## config.mk

```make
export PLATFORM = sky130hd
export DESIGN_NAME = uart_tx_fifo
export DESIGN_NICKNAME = d
export VERILOG_FILES = /design/src/rtl/uart_tx_fifo.sv
export SDC_FILE = /design/constraint.sdc
export NUM_CORES = 1
export LEC_CHECK = 0
export ABC_AREA = 1
export ABC_CLOCK_PERIOD_IN_PS = 4950
export BUFFER_PORTS_ARGS = -buffer_cell sky130_fd_sc_hd__buf_2
export CAP_MARGIN = 20
export CORE_MARGIN = 5
export CORE_UTILIZATION = 47
export CTS_CLUSTER_SIZE = 28
export DETAILED_ROUTE_END_ITERATION = 7
export PLACE_DENSITY_LB_ADDON = 0.15
export SYNTH_ARGS = -nofsm -noshare
export SYNTH_HDL_FRONTEND = slang
export SYNTH_SLANG_ARGS = --single-unit
```

## constraint.sdc

```tcl
create_clock -name fpga_clk -period 4.95 [get_ports fpga_clk]
set_input_delay 0.495 -clock fpga_clk [delete_from_list [all_inputs] [get_ports fpga_clk]]
set_output_delay 0.495 -clock fpga_clk [all_outputs]
set_load 0.02 [all_outputs]
```

## src/rtl/uart_tx_fifo.sv

```systemverilog
// uart_tx_fifo: 8N1 serial transmitter (LSB first) fed by a small write FIFO.
// Bytes pushed with wr_en are queued and sent back-to-back on tx at a fixed
// bit period of CLKS_PER_BIT clock cycles.

module uart_tx_fifo #(
  parameter int CLKS_PER_BIT = 868,
  parameter int FIFO_DEPTH   = 16,
  parameter int AW           = $clog2(FIFO_DEPTH)
) (
  input  logic        fpga_clk,
  input  logic        fpga_rst_n,
  input  logic        wr_en,
  input  logic [7:0]  wr_data,
  output logic        full,
  output logic [AW:0] fifo_count,
  output logic        overflow,
  output logic        busy,
  output logic        tx
);

  localparam int              BW        = $clog2(CLKS_PER_BIT);
  localparam logic [BW-1:0]   BAUD_LAST = BW'(CLKS_PER_BIT - 1);
  localparam logic [BW-1:0]   BAUD_ONE  = BW'(1);
  localparam logic [AW-1:0]   PTR_ONE   = AW'(1);
  localparam logic [AW:0]     CNT_ONE   = (AW+1)'(1);
  localparam logic [AW:0]     CNT_FULL  = (AW+1)'(FIFO_DEPTH);
  localparam logic [AW:0]     CNT_ZERO  = {(AW+1){1'b0}};

  typedef enum logic [1:0] {
    ST_IDLE  = 2'd0,
    ST_START = 2'd1,
    ST_DATA  = 2'd2,
    ST_STOP  = 2'd3
  } state_e;

  state_e          state_q, state_d;
  logic [BW-1:0]   baud_cnt_q, baud_cnt_d;
  logic [2:0]      bit_idx_q, bit_idx_d;
  logic [7:0]      shreg_q, shreg_d;
  logic            tx_q, tx_d;

  logic [7:0]      mem_q [FIFO_DEPTH];
  logic [AW-1:0]   wr_ptr_q, wr_ptr_d;
  logic [AW-1:0]   rd_ptr_q, rd_ptr_d;
  logic [AW:0]     count_q, count_d;
  logic            overflow_q, overflow_d;

  logic            full_s;
  logic            empty_s;
  logic            push_s;
  logic            pop_s;
  logic [7:0]      head_s;

  // Occupancy flags are decoded from the registered count, so wr_en never reaches them combinationally.
  always_comb begin
    full_s  = (count_q == CNT_FULL);
    empty_s = (count_q == CNT_ZERO);
    push_s  = wr_en & ~full_s;
    head_s  = mem_q[rd_ptr_q];
  end

  // FIFO bookkeeping: pointers, occupancy and the sticky drop flag.
  always_comb begin
    wr_ptr_d   = wr_ptr_q;
    rd_ptr_d   = rd_ptr_q;
    count_d    = count_q;
    overflow_d = overflow_q;
    if (push_s) begin
      wr_ptr_d = wr_ptr_q + PTR_ONE;
    end else begin
      wr_ptr_d = wr_ptr_q;
    end
    if (pop_s) begin
      rd_ptr_d = rd_ptr_q + PTR_ONE;
    end else begin
      rd_ptr_d = rd_ptr_q;
    end
    // A write seen while full is lost even if the FSM pops on the same edge.
    if (wr_en && full_s) begin
      overflow_d = 1'b1;
    end else begin
      overflow_d = overflow_q;
    end
    case ({push_s, pop_s})
      2'b10:   count_d = count_q + CNT_ONE;
      2'b01:   count_d = count_q - CNT_ONE;
      default: count_d = count_q;
    endcase
  end

  // Transmit FSM: frame sequencing, baud timing and the next tx level.
  always_comb begin
    state_d    = state_q;
    baud_cnt_d = baud_cnt_q;
    bit_idx_d  = bit_idx_q;
    shreg_d    = shreg_q;
    tx_d       = tx_q;
    pop_s      = 1'b0;
    case (state_q)
      ST_IDLE: begin
        tx_d = 1'b1;
        if (!empty_s) begin
          pop_s      = 1'b1;
          shreg_d    = head_s;
          tx_d       = 1'b0;
          baud_cnt_d = {BW{1'b0}};
          state_d    = ST_START;
        end else begin
          baud_cnt_d = {BW{1'b0}};
        end
      end
      ST_START: begin
        if (baud_cnt_q == BAUD_LAST) begin
          baud_cnt_d = {BW{1'b0}};
          tx_d       = shreg_q[0];
          bit_idx_d  = 3'd0;
          state_d    = ST_DATA;
        end else begin
          baud_cnt_d = baud_cnt_q + BAUD_ONE;
        end
      end
      ST_DATA: begin
        if (baud_cnt_q == BAUD_LAST) begin
          baud_cnt_d = {BW{1'b0}};
          if (bit_idx_q == 3'd7) begin
            tx_d    = 1'b1;
            state_d = ST_STOP;
          end else begin
            shreg_d   = {1'b0, shreg_q[7:1]};
            tx_d      = shreg_q[1];
            bit_idx_d = bit_idx_q + 3'd1;
          end
        end else begin
          baud_cnt_d = baud_cnt_q + BAUD_ONE;
        end
      end
      ST_STOP: begin
        if (baud_cnt_q == BAUD_LAST) begin
          baud_cnt_d = {BW{1'b0}};
          // Chain straight into the next start bit when more data is queued.
          if (!empty_s) begin
            pop_s   = 1'b1;
            shreg_d = head_s;
            tx_d    = 1'b0;
            state_d = ST_START;
          end else begin
            tx_d    = 1'b1;
            state_d = ST_IDLE;
          end
        end else begin
          baud_cnt_d = baud_cnt_q + BAUD_ONE;
        end
      end
      default: begin
        tx_d       = 1'b1;
        baud_cnt_d = {BW{1'b0}};
        state_d    = ST_IDLE;
      end
    endcase
  end

  // State, FIFO control and serial output registers; reset aborts any frame.
  always_ff @(posedge fpga_clk or negedge fpga_rst_n) begin
    if (!fpga_rst_n) begin
      state_q    <= ST_IDLE;
      baud_cnt_q <= {BW{1'b0}};
      bit_idx_q  <= 3'd0;
      shreg_q    <= 8'd0;
      tx_q       <= 1'b1;
      wr_ptr_q   <= {AW{1'b0}};
      rd_ptr_q   <= {AW{1'b0}};
      count_q    <= CNT_ZERO;
      overflow_q <= 1'b0;
    end else begin
      state_q    <= state_d;
      baud_cnt_q <= baud_cnt_d;
      bit_idx_q  <= bit_idx_d;
      shreg_q    <= shreg_d;
      tx_q       <= tx_d;
      wr_ptr_q   <= wr_ptr_d;
      rd_ptr_q   <= rd_ptr_d;
      count_q    <= count_d;
      overflow_q <= overflow_d;
    end
  end

  // FIFO storage; contents need no reset because the count gates every read.
  always_ff @(posedge fpga_clk) begin
    if (push_s) begin
      mem_q[wr_ptr_q] <= wr_data;
    end
  end

  assign full       = full_s;
  assign fifo_count = count_q;
  assign overflow   = overflow_q;
  assign busy       = (state_q != ST_IDLE) | (count_q != CNT_ZERO);
  assign tx         = tx_q;

endmodule

```

# Word-level counts from Yosys, hierarchy flattened
# Memories as Yosys holds them, arrays and structs flattened.
# Index checks and enable logic that the tools add are counted.
# op_classes
reduce_logical,13
mux,30
n_eq_ne,14
bitwise_logic,3
n_addsub,6
# op_table
op,n
$mux 8,4
$pmux 8 s3,1
$pmux 10 s2,1
$ne 2x2->1 const B,6
$add 10x1->10 const B,1
$eq 10x10->1 const B,1
$mux 1,10
$mux 10,1
$mux 2,5
$pmux 5 s2,1
$mux 3,3
$add 4x1->4 const B,2
$pmux 2 s4,1
$reduce_and 4->1,2
$eq 2x2->1 const B,3
$pmux 3 s2,1
$reduce_bool 2->1,3
$add 5x1->5 const B,1
$eq 5x5->1 const B,1
$logic_not 5->1,1
$reduce_and 5->1,1
$reduce_bool 5->1,1
$sub 5x1->5 const B,1
$eq 2x1->1 const B,2
12 further kinds,12
# totals
ramBits,128
output_inout_bits,9
word_cells,76
regBits,38
n_memories,1
input_bits,11
# mem_list
memory,depth,width,rd,rd_clocked_by_memory_dff,wr,line,text
mem_q,16,8,1,0,1,42,logic [7:0] mem_q [FIFO_DEPTH];

# Longest topological paths before layout
# Gate-level depths: netlist of run 1.
# depth
word_depth,6
depth_mapped,17
mapped_depth_nobuf,17

# Worst setup path before layout of run 1
# OpenSTA, ideal clock, no wires.
# synth_timing
path_type,reg-to-reg
from,register state_q[0]
to,"register count_q[4], in the netlist fifo_count[4]"
setup_slack_ps,2511
synth_period_minus_slack_ps,2439
t_required_ps,4833
n_path_buf,0
setup_ps,117
path_stages_with_launch,18
arrival_time_ps,2323
cell_sequence,dfrtp_1 -> inv_1 -> ha_1 -> inv_1 -> nand2_1 -> a21oi_1 -> nand2_1 -> inv_2 -> ha_1 -> inv_1 -> fa_1 -> inv_1 -> a21oi_1 -> nor2_1 -> nor2_1 -> xor2_1 -> nand2_1 -> nand2_1
# synth_between
elab_chain_len,4
elab_cells_between_ends,7
cone_classes,eq/ne: 3; mux: 2; reduce/logical: 2
# synth_rtl
element,line,text
start: declaration,36,"state_e state_q, state_d;"
start signal: assignment,175,state_q <= state_d;
$eq 2x2->1 or $logic_not 2->1 (tied branches),99,case (state_q)
$pmux 1 s2 (*),99,
net pop_s,51,logic pop_s;
$eq 2x1->1 or $eq 2x2->1 (tied branches),84,"case ({push_s, pop_s})"
$pmux 5 s2 or $reduce_bool 2->1 (tied branches),-,
end signal: assignment,182,count_q <= count_d;
end: declaration,45,"logic [AW:0] count_q, count_d;"
# Mark *: on every way through the listed nets, which the timed path passes. The rest lies on a longest branch.
# A chain may end at the register's enable or synchronous reset.

# Worst setup path in the final report of run 1
# Ends and elaborated chain as after synthesis.

==> results of run 1 <==
==> final timing paths <==
path / startpoint / end / cells after the start
max in group asynchronous: fpga_rst_n / rd_ptr_q[0] / 1
hold reg to reg: overflow / overflow / 1
hold / removal: fpga_rst_n / baud_cnt_q[4] / 1
setup reg to reg: state_q[0] / fifo_count[4] / 17
min in group fpga_clk: wr_en / overflow / 2
setup / recovery: state_q[0] / fifo_count[4] / 17
==> stage by stage <==
| stage | setup slack, ps | power [mW] | hold WS, ps | utilization (%) | std cells |
|---|---|---|---|---|---|
| final | 2110 | 4.70 | 194 | 52.3 | 982 |
| after global routing | 1890 | 5.05 | 252 | 52.3 | 982 |
| after CTS | 2140 | 4.74 | 205 | 52.3 | 982 |
| after detailed placement | 2160 | 3.51 | 441 | 48.8 | 950 |
| after global placement | 2330 | 3.45 | 436 | 48.8 | 950 |
| after floorplan | 2510 | 3.11 | 199 | - | 740 |
==> flip-flops by register name (all words and copies together), names as in the netlist, 2 cells and up <==
register and flops:
rd_ptr_q 4, wr_ptr_q 4, baud_cnt_q 10, bit_idx_q 3
fifo_count 5, mem_q 128, state_q 2, shreg_q 8
==> placed cells by master (no fill, tap or decap), types with 4 or more instances in the layout <==
| master | n |
|---|---|
| nand2_1 | 227 |
| edfxtp_1 | 128 |
| nor2_1 | 112 |
| inv_1 | 59 |
| nand3_1 | 54 |
| dfrtp_1 | 36 |
| o21ai_0 | 26 |
| buf_2 | 19 |
| ha_1 | 17 |
| clkbuf_16 | 17 |
| xor2_1 | 10 |
| a21oi_1 | 8 |
| clkbuf_1 | 5 |
| nand4_1 | 4 |
| inv_2 | 4 |
| xnor2_1 | 4 |
| o21ai_1 | 4 |
==> worst max-delay path: stages (launching register included) <==
cell and delay [ps]:
dfrtp_1 440, inv_1 120, ha_1 300, inv_1 90, nand2_1 70, a21oi_1 130, nand2_1 140, inv_2 120
ha_1 280, inv_1 90, fa_1 370, inv_1 100, a21oi_1 70, nor2_1 90, nor2_1 60, xor2_1 140
nand2_1 70, nand2_1 50
==> kinds of logic (layout without fill, tap and decap cells) <==
logic type,Yosys count,count (layout)
adder cells (fa/ha/maj),18,18
flip-flops,166,166
AO/OA/AOI/OAI,43,43
buffers and inverters,89,115
AND/OR/NAND/NOR,410,410
XOR/XNOR,14,14
==> layout make-up <==
type	instances	area, um^2
fill	1428	7470
sequential	166	4800
multi-input combinational	485	2230
clock buffer	24	472
tap	216	270
inverter	63	236
timing repair buffer	20	103
clock inverter	8	76.3
==> power by group through the flow <==
stage,Clock [mW],Combinational [mW],Sequential (mW)
after floorplan,0,1.21,1.89
after global placement,0,1.50,1.95
after detailed placement,0,1.54,1.96
after CTS,1.24,1.56,1.94
after global routing,1.31,1.78,1.96
final,1.22,1.55,1.94
==> layer usage <==
metal	track usage, %	vias up
met1	23.9	2263
met4	6.72	0
met5	0	-
met2	28.9	119
met3	4.01	21
li1	-	2437
==> impl_metrics.ini, run 1 <==
[yosys]
synth-warning-count = 0
synth_compound_area_share_pct = 3.02
synth.top_cell.area_share_pct = 51.8
ys_seq_elements = 166
synth_flop_cell = edfxtp_1
async_flop_share_pct = 22.9
synth-simple-area-share_pct = 22.3
synth_top_area_cell = edfxtp_1
synth_enable_flop_cells = 128
synth_top_family_by_area = simple AND/OR/NAND/NOR gates
avgSynthCellArea_um2 = 10.0
synth_mux_area_share_pct = 0
ys_types = 31
syn_area_um2 = 7410
synth_adder_area_share_pct = 3.14
synth_fp_nets = 769
synth_most_common_cell = nand2_1
ys_seq_area_share_pct = 64.7
synth.top_cells.by_area = edfxtp_1 (52%), dfrtp_1 (12%), nand2_1 (11%), nor2_1 (5.7%), nand3_1 (3.6%)
synthXorXnorAreaFrac_pct = 1.65
synthCells = 740
synth_commonest_cells = nand2_1 (227), edfxtp_1 (128), nor2_1 (112)

[timing]
period_needed_ps = 2840
hold_violations = 0
grt_setup_unrepaired = no
clock.fmax_mhz = 353
post-route-period-util_pct = 57.3
skew_ps = 5.62
worst_slew_pin_slew_ps = 975
slew_viol_final = 0
setup_viol = 0
relSlewSlack_pct = 34.8
setup-tns-final_ps = 0

[grt]
track_usage_pct = 17.9
grt_max_degree = 51
grt_overflow_total = 0
grt_pass1_wl_um = 24600
first_global_vias = 4703
antenna_found_initial = 0

[route]
viasPerCell = 4.93
route.detailed.drc = 0
drt-total-wl_um = 15300
firstDrtPassIters = 5
met1_length_um = 6970
via_count = 4840
wl_met3_um = 671
drt-initial-drc-count = 370
wire_per_inst_um = 15.6
top_layer = met4
ant_nets = 0
wl_met2_um = 7420

[floorplanning]
num_rows = 46
ios = 20
dieArea_um2 = 18400
dieWidth_um = 136
die_h_um = 136
start_util_pct = 47.4
core_area_um2 = 15700

[cells_and_area]
final_nets = 782
area_growth_pct = 10.4
design_area_um2 = 8190
diodes = 0
drive_gt1_share_pct = 7.83

[status]
outcome = completed

[worst_setup_path]
endpoint_kind = register
worst-setup-path-type = register to register
startpoint_type = register
crit_arrival_ps = 3150
r2r_slack_ps = 2110
path_max_fanout = 6
cp_data_required_time_ps = 5260

[place]
finalWeightedCongestion = 0.802
dp_hpwl_um = 9890
port_buffers = 19
dpl_cell_area_um2 = 7640

[job]
max-cap-violations = 0

[worst_hold_path]
hp-class = input port to async pin

[clock_tree]
htreeDepth = 4
cts-root-buf = clkbuf_16
cts_hold_buf = 0
cts_tree = yes
clk-insertion-delay-late_ps = 420
clockBufferDepth = 2
cts.clk_slew.worst_paths_ps = 60
cts.sinks = 166
numCtsBuffers = 17
cts_resized = 0
post-cts-setup-buffers = 0

[pwr]
pwr-share-clk_pct = 26.0
p_leak_nw = 3.44
switchingPower_mw = 1.77
comb_power_share_pct = 32.9
cellPowerDensity_nw_per_um2 = 574
sequentialPowerShare_pct = 41.2
swShare_pct = 37.7
ir_drop_uv = 318
p_int_mw = 2.93
(Power assumes the default switching activity.)
==> inputs of run 2 (changes only) <==
Settings changed: ABC_CLOCK_PERIOD_IN_PS 4950 to 2900.
Clock period 4.95 ns to 2.9 ns, I/O delays scaled along.
==> run 2 against run 1 <==
The run now ends with hold timing left. First-iteration DRC count fell by 19%. Critical path depth did not move. Final area rose by 1.8%. Flip-flop and latch count did not move. Sequential share of layout area fell by 1.0 points. Fmax rose by 6.4%. Die area did not move. Utilization rose by 0.94 points. Non-clock buffer count rose by 11. Sequential power rose by 65%. Worst setup slack got worse by 1900 ps. Critical endpoint unchanged. Largest cell class unchanged. Highest routed layer unchanged.
==> impl_metrics.ini, run 2 (synthesis gave the netlist of run 1 again) <==
[status]
outcome = finished with violations
violations = hold timing

[timing]
setup_viol = 0
period_needed_ps = 2670
post-route-period-util_pct = 91.9
hold_violations = 37
skew_ps = 5.17
relSlewSlack_pct = 41.8
worst_slew_pin_slew_ps = 869
setup-tns-final_ps = 0
grt_setup_unrepaired = no
clock.fmax_mhz = 375
timing.hold.ws_ps = -33.5
slew_viol_final = 0
finalWorstSetupSlack_ps = 235

[route]
viasPerCell = 5.03
drt-total-wl_um = 15400
ant_nets = 0
via_count = 4996
firstDrtPassIters = 5
drt-initial-drc-count = 301
route.detailed.drc = 0
wire_per_inst_um = 15.5

[cells_and_area]
diodes = 0
design_area_um2 = 8330
final_cell_mix = nand2_1 (227), edfxtp_1 (128), nor2_1 (112), inv_1 (59), nand3_1 (54)
largest_reg_flops = 128
biggestRegsByFlops = mem_q: 128 flops, baud_cnt_q: 10 flops, shreg_q: 8 flops
num-fill-cells = 1409
mostFrequentLayoutCell = nand2_1
regMostFlops = mem_q
area_growth_pct = 12.4
drive_gt1_share_pct = 9.40
final_nets = 793

[pwr]
ir_drop_uv = 489
p_int_mw = 5.19
p_leak_nw = 3.52
power_mw = 8.24
pwr-share-clk_pct = 27.1
switchingPower_mw = 3.05
swShare_pct = 37.0
sequentialPowerShare_pct = 38.8
comb_power_share_pct = 34.1
cellPowerDensity_nw_per_um2 = 989

[floorplanning]
ios = 20
core_area_um2 = 15700
die_h_um = 136
start_util_pct = 47.4
num_rows = 46
dieArea_um2 = 18400
dieWidth_um = 136

[worst_setup_path]
endpoint_kind = register
cp_slowest_cell = dfrtp_1
path_max_fanout = 6
crit_chain = inv_1 -> ha_1 -> inv_1 -> nand2_1 -> a21oi_1 -> nand2_1 -> inv_2 -> ha_2 -> inv_1 -> fa_1 -> inv_1 -> a21oi_1 -> nor2_1 -> nor2_1 -> xor2_1 -> nand2_1 -> nand2_1
slowest_delay_ps = 430
r2r_slack_ps = 230
worst-setup-path-type = register to register
startpoint_type = register
cp_data_required_time_ps = 3220
crit_arrival_ps = 2980

[clock_tree]
cts_hold_buf = 0
cts_tree = yes
htreeDepth = 4
cts.sinks = 166
clockBufferDepth = 2
cts-root-buf = clkbuf_16
cts.clk_slew.worst_paths_ps = 60
numCtsBuffers = 17
clk-insertion-delay-late_ps = 420

[place]
dpl_cell_area_um2 = 7730
port_buffers = 19
finalWeightedCongestion = 0.814
dp_hpwl_um = 10100
pre_cts_ws_ps = 170

[grt]
grt_overflow_total = 0
grt_pass1_wl_um = 25000
antenna_found_initial = 0
grt_max_degree = 82
first_global_vias = 4769
track_usage_pct = 17.8

[job]
max-cap-violations = 0

[worst_hold_path]
hp-class = input port to async pin
==> run 2: routing by layer <==
layer  track usage (%)  share of wire [%]
met3              3.12                4.3
met4              5.94                2.0
met1              24.4                 45
met2              29.1                 49
met5                 0                  0
==> run 2: layout make-up <==
cell class / count / area, um^2 / area share [%]
clock buffer: 20 / 437 / 5.24
clock inverter: 12 / 155 / 1.86
inverter: 63 / 236 / 2.84
multi-input combinational: 485 / 2240 / 26.9
sequential: 166 / 4800 / 57.6
tap: 216 / 270 / 3.24
timing repair buffer: 31 / 198 / 2.37
==> run 2: worst paths after layout <==
check / from / end / depth (start not counted)
min in group fpga_clk: wr_en / overflow / 2
worst min register to register: overflow / overflow / 1
worst min-delay path: fpga_rst_n / baud_cnt_q[6] / 1
max in group asynchronous: fpga_rst_n / rd_ptr_q[0] / 1
worst max register to register: state_q[0] / fifo_count[4] / 17
worst max-delay path: state_q[0] / fifo_count[4] / 17
==> run 2: what timing repair did <==
| item | 4_1_cts | 5_1_grt |
|---|---|---|
| hold endpoints to repair | 0 | 0 |
| setup endpoints to repair | 0 | 1 |
| buffers inserted | 0 | 1 |
| gates resized for setup | 0 | 2 |
==> run 2: worst max-delay path, delay by kind of cell (launching register included) <==
family | cells | cell delay (ps)
AOI/OAI and AO/OA | 2 | 190
and+or+nand+nor | 6 | 440
buffers and inverters | 5 | 480
DFF | 1 | 430
xor gates and xnor gates | 1 | 130
adders and majority gates | 3 | 880
==> run 2: power groups by stage <==
stage               Clock, mW  Combinational [mW]  Sequential [mW]
floorplan                   0                2.07             3.23
global route             2.36                3.22             3.24
global placement            0                2.73             3.23
CTS                      2.26                2.82             3.20
detailed placement          0                2.80             3.25
finish                   2.23                2.81             3.20
==> run 2: stage by stage <==
stage	instances	utilization (%)
detailed placement	960	49.4
global placement	960	49.4
CTS	992	53.1
finish	993	53.2
global route	993	53.2
floorplan	740	-
==> inputs of run 3 (changes only) <==
Settings changed: CELL_PAD_IN_SITES_DETAIL_PLACEMENT set to 0, CELL_PAD_IN_SITES_GLOBAL_PLACEMENT set to 2, CORE_UTILIZATION 47 to 41, REMOVE_ABC_BUFFERS set to 1.
==> run 3 against run 2 <==
The run now ends clean. Fmax grew 2.6%. Largest cell class unchanged. Final cell count rose by 1.9%. Highest routed layer unchanged. Die area grew 14%. Non-clock buffer count up 6. Wire length rose by 8.6%. Final area is 1.4% higher. Via count is 3.3% lower. Register-to-register slack better by 70 ps.
==> impl_metrics.ini, run 3 (synthesis gave the netlist of run 1 again) <==
[timing]
post-route-period-util_pct = 89.6
worst_slew_pin_slew_ps = 824
period_needed_ps = 2600
slew_viol_final = 0
relSlewSlack_pct = 44.8
grt_setup_unrepaired = no
finalWorstSetupSlack_ps = 301
setup_viol = 0
skew_ps = 7.09
clock.fmax_mhz = 385
setup-tns-final_ps = 0
timing.hold.ws_ps = 100
hold_violations = 0

[worst_hold_path]
holdPathStages = 2
hp-class = input port to register
min_to = overflow
hold_start = wr_en

[route]
drt-total-wl_um = 16700
viasPerCell = 4.77
firstDrtPassIters = 5
route.detailed.drc = 0
via_count = 4832
drt-initial-drc-count = 472
ant_nets = 0
wire_per_inst_um = 16.5

[clock_tree]
cts.clk_slew.worst_paths_ps = 60
numCtsBuffers = 17
cts_tree = yes
htreeDepth = 4
cts-root-buf = clkbuf_16
clk-insertion-delay-late_ps = 420
clockBufferDepth = 2
cts.sinks = 166

[worst_setup_path]
cp_data_required_time_ps = 3210
crit_family = adder cells
worst-r2r-cell-count = 17
cp-startpoint = state_q[1]
r2r_end = fifo_count[4]
crit_chain = inv_1 -> ha_1 -> inv_1 -> nand2_1 -> a21oi_1 -> nand2_1 -> inv_2 -> ha_4 -> inv_1 -> fa_1 -> inv_1 -> a21oi_1 -> nor2_1 -> nor2_1 -> xor2_1 -> nand2_1 -> nand2_1
endpoint_kind = register
worstReg2RegStart = state_q[1]
slowest_delay_ps = 420
crit_arrival_ps = 2910
worst-setup-path-type = register to register
cp_slowest_cell = dfrtp_1
crit_buf_inv = 5
path_max_fanout = 5
r2r_slack_ps = 300
startpoint_type = register

[cells_and_area]
drive_gt1_share_pct = 9.96
biggestRegsByFlops = mem_q: 128 flops, baud_cnt_q: 10 flops, shreg_q: 8 flops
largest_reg_flops = 128
mostFrequentLayoutCell = nand2_1
diodes = 0
regMostFlops = mem_q
final_nets = 799
finish.utilization_pct = 47.2
final_cell_mix = nand2_1 (227), edfxtp_1 (128), nor2_1 (112), inv_1 (59), nand3_1 (54)
area_growth_pct = 14.0

[pwr]
sequentialPowerShare_pct = 37.9
comb_power_share_pct = 34.6
switchingPower_mw = 3.15
swShare_pct = 37.2
power_mw = 8.49
pwr-share-clk_pct = 27.6
cellPowerDensity_nw_per_um2 = 1000
p_leak_nw = 3.57
p_int_mw = 5.33
ir_drop_uv = 442

[grt]
grt.busiest_layer = met1
antenna_found_initial = 0
grt_pass1_wl_um = 26500
grt_overflow_total = 0
grt_max_degree = 69
first_global_vias = 4602
track_usage_pct = 17.1
grt_util_met1_pct = 26.3
gr-usage-met3_pct = 3.94
grt_util_met2_pct = 24.3

[place]
pre_cts_ws_ps = 105
port_buffers = 19
dp_hpwl_um = 10600
finalWeightedCongestion = 0.770

[floorplanning]
core_area_um2 = 17900
die_h_um = 144
ios = 20
dieArea_um2 = 20900
num_rows = 49
dieWidth_um = 144
start_util_pct = 41.4

[status]
outcome = completed

[job]
max-cap-violations = 0
==> run 3: cell type report <==
cell class,count,area (um^2)
clock inverters,12,178
fillers,1686,9450
inverters,63,236
multi-input cells,485,2250
repair buffers,37,270
well taps,229,287
clock buffers,20,437
flip-flops and latches,166,4800
==> run 3: power groups by stage <==
stage | sequential, mW | clock (mW) | combinational (mW)
detailed placement | 3.26 | 0 | 2.94
floorplan | 3.36 | 0 | 1.80
global placement | 3.24 | 0 | 2.92
global route | 3.26 | 2.50 | 3.39
CTS | 3.22 | 2.40 | 2.97
finish | 3.22 | 2.34 | 2.93
==> run 3: what timing repair did <==
action                                 CTS  global route
hold buffers                             0             1
setup endpoints to repair                0             1
resized for setup                        0             3
endpoints found under the hold margin    0             4
buffers inserted                         0             1
==> run 3: stage by stage <==
stage / area, um^2 / instances
6_report: 8450 / 1012
3_5_place_dp: 7790 / 977
3_3_place_gp: 7790 / 977
4_1_cts: 8400 / 1009
5_1_grt: 8450 / 1012
2_1_floorplan: 7270 / 714
==> run 3: routing by layer <==
metal | share of wire, % | vias up
met5 | 0 | -
met4 | 1.7 | 0
met3 | 4.0 | 17
met2 | 43 | 93
met1 | 52 | 2255
li1 | - | 2467
==> run 3: worst max-delay path by stage <==
stage / cells past startpoint / end
6_report: 17 / fifo_count[4]
2_1_floorplan: 7 / shreg_q[1]
3_3_place_gp: 17 / fifo_count[4]
4_1_cts: 17 / fifo_count[4]
5_1_grt: 17 / fifo_count[4]
3_5_place_dp: 17 / fifo_count[4]
==> run 3: worst register-to-register path, cell delays in order, from the launching register on <==
cell and delay, ps:
dfrtp_1 420, inv_1 140, ha_1 240, inv_1 90, nand2_1 70, a21oi_1 130
nand2_1 140, inv_2 130, ha_4 170, inv_1 60, fa_1 360, inv_1 90
a21oi_1 70, nor2_1 80, nor2_1 50, xor2_1 130, nand2_1 60, nand2_1 50
